[src/rtl/hanoi_pkg.sv]
// Shared types and helpers for the parametrised Tower-of-Hanoi peg engine.
package hanoi_pkg;

  typedef enum logic [1:0] {MV_NONE, MV_OK, MV_ERR} mv_status_t;

  // Width needed to hold a disk number 1..s or a height 0..s.
  function automatic int disk_w(input int s);
    return $clog2(s + 1);
  endfunction

  // Reset image of peg 0: slot k (0 = bottom) holds disk s-k, unused slots 0.
  function automatic int reset_slot(input int s, input int k);
    return (k < s) ? (s - k) : 0;
  endfunction

endpackage

[src/rtl/hanoi_peg_engine_if.sv]
// Move request/response bundle of hanoi_peg_engine; the undo input exists only with HANOI_UNDO_EN.
interface hanoi_peg_engine_if #(parameter int P = 3);
  localparam int PW = $clog2(P);

  // Handshake: mv_valid qualifies fr/to for exactly one cycle and there is no
  // ready; every request is consumed at the edge it is sampled on and answered
  // by a one-cycle mv_ok_o or mv_err_o pulse visible after that edge.
  logic          mv_valid;
  logic [PW-1:0] fr;
  logic [PW-1:0] to;
  logic          mv_ok_o;
  logic          mv_err_o;
`ifdef HANOI_UNDO_EN
  logic          undo;

  modport master (output mv_valid, fr, to, undo, input mv_ok_o, mv_err_o);
  modport slave  (input mv_valid, fr, to, undo, output mv_ok_o, mv_err_o);
`else
  modport master (output mv_valid, fr, to, input mv_ok_o, mv_err_o);
  modport slave  (input mv_valid, fr, to, output mv_ok_o, mv_err_o);
`endif
endinterface

[src/rtl/hanoi_peg_stack.sv]
// One peg: LIFO of depth S with registered slots, height and combinational top disk.
module hanoi_peg_stack
  import hanoi_pkg::*;
#(
  parameter int S         = 3,
  parameter int DW        = 2,
  parameter bit INIT_FULL = 1'b0
) (
  input  logic            clk,
  input  logic            rst,
  input  logic            push,
  input  logic            pop,
  input  logic [DW-1:0]   push_disk,
  output logic [S*DW-1:0] slots_o,
  output logic [DW-1:0]   top_o,
  output logic [DW-1:0]   height_o
);

  logic [DW-1:0] slot_q [S];
  logic [DW-1:0] height_q;

  // The engine never pops and pushes the same peg in one cycle.
  always_ff @(posedge clk) begin
    if (rst) begin
      for (int k = 0; k < S; k++) slot_q[k] <= INIT_FULL ? DW'(reset_slot(S, k)) : '0;
      height_q <= INIT_FULL ? DW'(S) : '0;
    end else if (pop) begin
      for (int k = 0; k < S; k++) if (32'(height_q) == k + 1) slot_q[k] <= '0;
      height_q <= height_q - DW'(1);
    end else if (push) begin
      for (int k = 0; k < S; k++) if (32'(height_q) == k) slot_q[k] <= push_disk;
      height_q <= height_q + DW'(1);
    end
  end

  always_comb begin
    slots_o = '0;
    top_o   = '0;
    for (int k = 0; k < S; k++) begin
      slots_o[k*DW +: DW] = slot_q[k];
      if (32'(height_q) == k + 1) top_o = slot_q[k];
    end
  end

  assign height_o = height_q;

endmodule

[src/rtl/hanoi_peg_engine.sv]
// Tower-of-Hanoi engine: S disks on P pegs, one checked move per cycle.
// Optional one-step undo is compiled in with HANOI_UNDO_EN.
module hanoi_peg_engine
  import hanoi_pkg::*;
#(
  parameter int S   = 3,
  parameter int P   = 3,
  parameter int TGT = P - 1,
  parameter int CW  = 16,
  localparam int DW = disk_w(S),
  localparam int PW = $clog2(P)
) (
  input  logic               clk,
  input  logic               rst,
  hanoi_peg_engine_if.slave  mv,
  output logic [P*S*DW-1:0]  peg_o,
  output logic [P*DW-1:0]    height_o,
  output logic [CW-1:0]      move_cnt_o,
  output logic [CW-1:0]      err_cnt_o,
  output logic               solved_o
);

  // Index space padded to 2**PW so any fr/to value reads a defined (empty) peg.
  localparam int NP = 1 << PW;

  logic [NP-1:0][DW-1:0] h_a;
  logic [NP-1:0][DW-1:0] t_a;
  logic [P-1:0]          push, pop;
  logic [DW-1:0]         mv_disk;
  logic [PW-1:0]         src, dst;
  logic                  legal, do_mv, cnt_dec;
  logic [DW-1:0]         h_tgt_n;
  mv_status_t            st;
  logic                  ok_q, err_q, solved_q;
  logic [CW-1:0]         mcnt_q, ecnt_q;
`ifdef HANOI_UNDO_EN
  logic                  hist_v_q;
  logic [PW-1:0]         hist_fr_q, hist_to_q;
`endif

  for (genvar p = 0; p < NP; p++) begin : g_peg
    if (p < P) begin : g_real
      hanoi_peg_stack #(.S(S), .DW(DW), .INIT_FULL(p == 0)) u_stack (
        .clk       (clk),
        .rst       (rst),
        .push      (push[p]),
        .pop       (pop[p]),
        .push_disk (mv_disk),
        .slots_o   (peg_o[p*S*DW +: S*DW]),
        .top_o     (t_a[p]),
        .height_o  (h_a[p])
      );
      assign height_o[p*DW +: DW] = h_a[p];
    end else begin : g_pad
      assign h_a[p] = '0;
      assign t_a[p] = '0;
    end
  end

  assign legal = (32'(mv.fr) < P) && (32'(mv.to) < P) && (mv.fr != mv.to) &&
                 (h_a[mv.fr] != '0) &&
                 !((h_a[mv.to] != '0) && (t_a[mv.fr] > t_a[mv.to]));

  // Undo replays the remembered move backwards; a concurrent request is dropped.
  always_comb begin
    src     = mv.fr;
    dst     = mv.to;
    do_mv   = 1'b0;
    cnt_dec = 1'b0;
    st      = MV_NONE;
`ifdef HANOI_UNDO_EN
    if (mv.undo) begin
      src = hist_to_q;
      dst = hist_fr_q;
      if (hist_v_q) begin
        do_mv   = 1'b1;
        cnt_dec = 1'b1;
        st      = MV_OK;
      end else begin
        st = MV_ERR;
      end
    end else
`endif
    if (mv.mv_valid) begin
      if (legal) begin
        do_mv = 1'b1;
        st    = MV_OK;
      end else begin
        st = MV_ERR;
      end
    end
  end

  always_comb begin
    mv_disk = t_a[src];
    push    = '0;
    pop     = '0;
    for (int p = 0; p < P; p++) begin
      pop[p]  = do_mv && (32'(src) == p);
      push[p] = do_mv && (32'(dst) == p);
    end
    h_tgt_n = h_a[TGT] + DW'(push[TGT]) - DW'(pop[TGT]);
  end

  always_ff @(posedge clk) begin
    if (rst) begin
      ok_q     <= 1'b0;
      err_q    <= 1'b0;
      mcnt_q   <= '0;
      ecnt_q   <= '0;
      solved_q <= 1'b0;
    end else begin
      ok_q     <= (st == MV_OK);
      err_q    <= (st == MV_ERR);
      solved_q <= (h_tgt_n == DW'(S));
      if (st == MV_ERR && ecnt_q != '1) ecnt_q <= ecnt_q + CW'(1);
      if (st == MV_OK) begin
        // A saturated count no longer reflects the true total, so undo leaves it.
        if (cnt_dec) begin
          if (mcnt_q != '0 && mcnt_q != '1) mcnt_q <= mcnt_q - CW'(1);
        end else if (mcnt_q != '1) begin
          mcnt_q <= mcnt_q + CW'(1);
        end
      end
    end
  end

`ifdef HANOI_UNDO_EN
  always_ff @(posedge clk) begin
    if (rst) begin
      hist_v_q  <= 1'b0;
      hist_fr_q <= '0;
      hist_to_q <= '0;
    end else if (mv.undo) begin
      hist_v_q <= 1'b0;
    end else if (do_mv) begin
      hist_v_q  <= 1'b1;
      hist_fr_q <= mv.fr;
      hist_to_q <= mv.to;
    end
  end
`endif

  assign mv.mv_ok_o  = ok_q;
  assign mv.mv_err_o = err_q;
  assign move_cnt_o  = mcnt_q;
  assign err_cnt_o   = ecnt_q;
  assign solved_o    = solved_q;

endmodule

[src/flat_wrapper.sv]
// flat-port wrapper written by rule: the top's interface ports become plain ports
module hanoi_peg_engine_flat import hanoi_pkg::*;
#(
  parameter int S   = 3,
  parameter int P   = 3,
  parameter int TGT = P - 1,
  parameter int CW  = 16,
  localparam int DW = disk_w(S),
  localparam int PW = $clog2(P)
)
  (clk, rst, peg_o, height_o, move_cnt_o, err_cnt_o, solved_o, mv_mv_valid, mv_fr, mv_to, mv_mv_ok_o, mv_mv_err_o);
  hanoi_peg_engine_if #(.P(P)) mv_i ();
  input  logic clk;
  input  logic rst;
  output logic [P*S*DW-1:0] peg_o;
  output logic [P*DW-1:0] height_o;
  output logic [CW-1:0] move_cnt_o;
  output logic [CW-1:0] err_cnt_o;
  output logic solved_o;
  input wire logic [$bits(mv_i.mv_valid)-1:0] mv_mv_valid;
  input wire logic [$bits(mv_i.fr)-1:0] mv_fr;
  input wire logic [$bits(mv_i.to)-1:0] mv_to;
  output wire logic [$bits(mv_i.mv_ok_o)-1:0] mv_mv_ok_o;
  output wire logic [$bits(mv_i.mv_err_o)-1:0] mv_mv_err_o;
  assign mv_i.mv_valid = mv_mv_valid;
  assign mv_i.fr = mv_fr;
  assign mv_i.to = mv_to;
  assign mv_mv_ok_o = mv_i.mv_ok_o;
  assign mv_mv_err_o = mv_i.mv_err_o;
  hanoi_peg_engine #(.S(S), .P(P), .TGT(TGT), .CW(CW)) u_core (.clk(clk), .rst(rst), .mv(mv_i), .peg_o(peg_o), .height_o(height_o), .move_cnt_o(move_cnt_o), .err_cnt_o(err_cnt_o), .solved_o(solved_o));
endmodule
[config.mk]
export PLATFORM = sky130hd
export DESIGN_NAME = hanoi_peg_engine_flat
export DESIGN_NICKNAME = d
export VERILOG_FILES = /design/src/rtl/hanoi_pkg.sv /design/src/rtl/hanoi_peg_engine_if.sv /design/src/rtl/hanoi_peg_stack.sv /design/src/rtl/hanoi_peg_engine.sv /design/src/flat_wrapper.sv
export SDC_FILE = /design/constraint.sdc
export NUM_CORES = 1
export LEC_CHECK = 0
export ABC_AREA = 0
export CAP_MARGIN = 20
export CORE_MARGIN = 5
export CORE_UTILIZATION = 40
export CTS_CLUSTER_DIAMETER = 200
export DETAILED_ROUTE_END_ITERATION = 10
export PLACE_DENSITY_LB_ADDON = 0.12
export SYNTH_ARGS = -nofsm -noshare
export SYNTH_HDL_FRONTEND = slang
export SYNTH_HIERARCHICAL = 1
export SYNTH_SLANG_ARGS = --single-unit
[constraint.sdc]
create_clock -name clk -period 9.2 [get_ports clk]
set_clock_uncertainty 0.1 [all_clocks]
set_input_delay 1.84 -clock clk [delete_from_list [all_inputs] [get_ports clk]]
set_output_delay 1.84 -clock clk [all_outputs]
set_load 0.02 [all_outputs]
==> results.md <==
- Clock sinks: 59
- Fin nets: 467
- Met1 usage: 0.1948
- Clock network power share: 0.446
- # IOs: between 60 and 70
- DP HPWL: 5973 um
- Chip Height: 104.0 um
- Syn avg cell area: 9.323 sq um
- Ys flop type: dfxtp_1
- Setup TNS: 0 ps
- DP Cell Count: 539
- Crit path kind: input pin to flop
- Distinct cells, synth: 58
- Hold_buf cts: 0
- HP Class: flop to flop
- Cell-internal power: 458.8 uW
- Post-synth EDFFs: 18
- Power per cell area: between 100 and 150 nW/um^2
- Top cells by area, synth: dfxtp_1 23%, edfxtp_1 15%, ha_1 6.4%, a21oi_1 5.1%, or4_1 2.5%
- Post-CTS Setup Inserts: 0
- Final WL: 8486 um
- Synth top area share: 0.2323
- Die area: around 11000 sq um
- Core area: just under 9000 sq um
- Combinational share of power: 0.092
- Leakage power: approximately 1.5 nW
- Iteration-0 DRC Markers: 80
- Antenna viol nets, final: 0
- Root buffer cell: clkbuf_8
- Max-Cap Viols: 0
- # rows: 34
- Crit path launch: mv_fr[1]
- Mapped Area: around 3500 sq um
- Initial DRT Pass Iterations: 5
- Achievable Freq: 182.0 MHz
- Non-Filler Instances: 555
- Slew headroom: 0.4749
- Synthesized flop and latch total: 59
- Grt total ovfl: 0
- YS warnings: 6
- Asr flop ratio synth: 0
- RR Startpoint: u_core/g_peg[2].g_real.u_stack/height_o[0]
- Switching share of power: 0.2331
- Clk_lat worst skew: 340 ps
- Clock slew at reported path FFs: 60 ps
- Via/cell ratio: 5.557
- Global Route Usage Sum: 0.1542
- Worst setup SP type: input pin
- Layout cells sized above 1: 0.08277
- Port bufs: between 60 and 70
- Max IR drop VDD: slightly below 0.07 mV
- CTS tree: built
- Area leader, netlist: dfxtp_1
- Unrepaired setup endpoints after global routing: false
- Mapped Cells: 379
- Worst-path fanout max: 12
- Initial antenna violation count: 0
- NetSw: between 100 and 150 uW
- Required @ worst endpoint: 9290 ps
- Final Cycle Share: 0.5973
- Num CTS Buffers: 9
- RD Place Congestion: 0.8218
- Sequential element share of the synthesized area: 0.3853
- Slew @ Worst Pin: 781.6 ps
- DR vias: 3084
- Most frequent cells in the layout: 64 x clkdlybuf4s50_1, 41 x dfxtp_1, 36 x a21oi_1
- HP Start: u_core/move_cnt_o[9]
- Final setup fails: 0
- Htree depth: 3
- Global-route wire length before repair: 14030 um
- Worst setup EP type: flop
- Most common cell after layout, fill and taps aside: clkdlybuf4s50_1
- Most used routing layer in global routing: met2
- Period minus WS final: 5495 ps
- Met3 GRT Util: 0.03786
- DIE WIDTH: 104.0 um
- PostCTS Resize Cnt: 0
- DRC violation count after routing: 0
- Syn nets: 404
- Slew Viols, Final: 0
- Outcome: finished clean
- Vias in the first global route: 2968
- P&R area growth vs syn: 25.89%
- Clk buf depth: 2
- Largest net degree at the start of global routing: 63
- GR Layer Usage met2: 0.2500
- Sequential share of power: 0.461
- Final Hold Fails: 0
- Arrival time worst endpoint: 5580 ps
- Routed len/inst: between 15 and 20 um
- Antenna fix cells: 0
- Initial Utilization: 0.4072
==> layout make-up <==
cell class,count,area (sq um)
tap,108,135.1
multi-input combinational,287,1984
inverter,16,60.06
clock buffer,13,191.4
timing repair buffer,69,675.6
sequential,59,1361
clock inverter,3,40.04
fill,840,4230
==> logic make-up (layout without fill, tap and decap cells) <==
group / count (synthesis) / count (layout) / synth area share
AND/OR/NAND/NOR: 160 / 160 / 0.2734
AO/OA/AOI/OAI: 95 / 95 / 0.1863
flip-flops: 59 / 59 / 0.3853
buffers and inverters: 33 / 101 / 0.05312
adder cells (fa/ha/maj): 18 / 18 / 0.06374
multiplexers: 8 / 8 / 0.02337
XOR/XNOR: 6 / 6 / 0.01487
==> worst paths after layout <==
path / end / depth (start not counted) / slack (ps)
min: u_core/move_cnt_o[9] / 2 / 400
max reg2reg: u_core/solved_o / 18 / 4520
min reg2reg: u_core/move_cnt_o[9] / 2 / 400
max: u_core/solved_o / 15 / 3700
==> per-layer routing <==
layer | vias to the layer above | wire length [um]
met4 | 0 | 118
met1 | 1457 | 4073
met2 | 65 | 3939
met5 | - | 0
met3 | 10 | 355
li1 | 1552 | -
==> cell usage after synthesis, types with 3 or more instances <==
| cell type | number |
|---|---|
| nand2b_1 | 3 |
| a21oi_1 | 36 |
| o21a_1 | 4 |
| or3_1 | 13 |
| nand3_1 | 17 |
| a31oi_1 | 3 |
| nand4_1 | 7 |
| o31ai_1 | 10 |
| ha_1 | 18 |
| and3_1 | 4 |
| nor3_1 | 12 |
| nand2_1 | 18 |
| xor2_1 | 4 |
| buf_6 | 7 |
| nor4b_1 | 8 |
| dfxtp_1 | 41 |
| o21ai_1 | 6 |
| mux2i_1 | 6 |
| o21ai_0 | 11 |
| nor2_1 | 20 |
| nor2b_1 | 14 |
| nand3b_1 | 9 |
| or3b_1 | 3 |
| a221o_1 | 6 |
| clkbuf_1 | 5 |
| buf_2 | 3 |
| or4_1 | 12 |
| nor3b_1 | 5 |
| inv_1 | 16 |
| edfxtp_1 | 18 |
==> per-stage QoR <==
| step | utilization | hold WS, ps | power [mW] | worst slack, ps | area [sq um] |
|---|---|---|---|---|---|
| 2_1_floorplan | - | 459.3 | 0.3195 | 4544 | 3533 |
| 3_3_place_gp | 0.4859 | 379.2 | 0.3359 | 3479 | 4217 |
| 3_5_place_dp | 0.4859 | 390.9 | 0.3370 | 3382 | 4217 |
| 4_1_cts | 0.5125 | 402.9 | 0.6049 | 3712 | 4448 |
| 5_1_grt | 0.5125 | 422.0 | 0.6236 | 3460 | 4448 |
| 6_report | 0.5125 | 401.7 | 0.5982 | 3705 | 4448 |
==> power groups by stage <==
stage	Sequential, mW	Clock [mW]	Combinational (mW)
5_1_grt	0.277	0.287	0.0595
2_1_floorplan	0.287	0	0.0326
4_1_cts	0.276	0.273	0.0553
3_5_place_dp	0.282	0	0.0551
3_3_place_gp	0.282	0	0.0541
6_report	0.276	0.267	0.0551
==> flip-flops by register name, summed over array words and instances, names as in the netlist <==
signal and flops:
u_core/g_peg.g_real.u_stack/slot_q 18, u_core/move_cnt_o 16, u_core/g_peg.g_real.u_stack/height_o 6, u_core/solved_o 1
u_core/err_cnt_o 16, u_core/mv.mv_err_o 1, u_core/mv.mv_ok_o 1
==> critical path, cell delays in order <==
cell,delay (ps)
clkdlybuf4s50_1,690
mux2i_1,130
o21ai_0,530
ha_1,350
nor2b_1,180
o221ai_4,240
nand3_1,260
nor3b_1,320
buf_4,220
ha_1,240
inv_1,50
ha_1,140
xor2_1,190
xnor2_1,140
nor3b_1,60
Power figures use the tool's default switching activity.
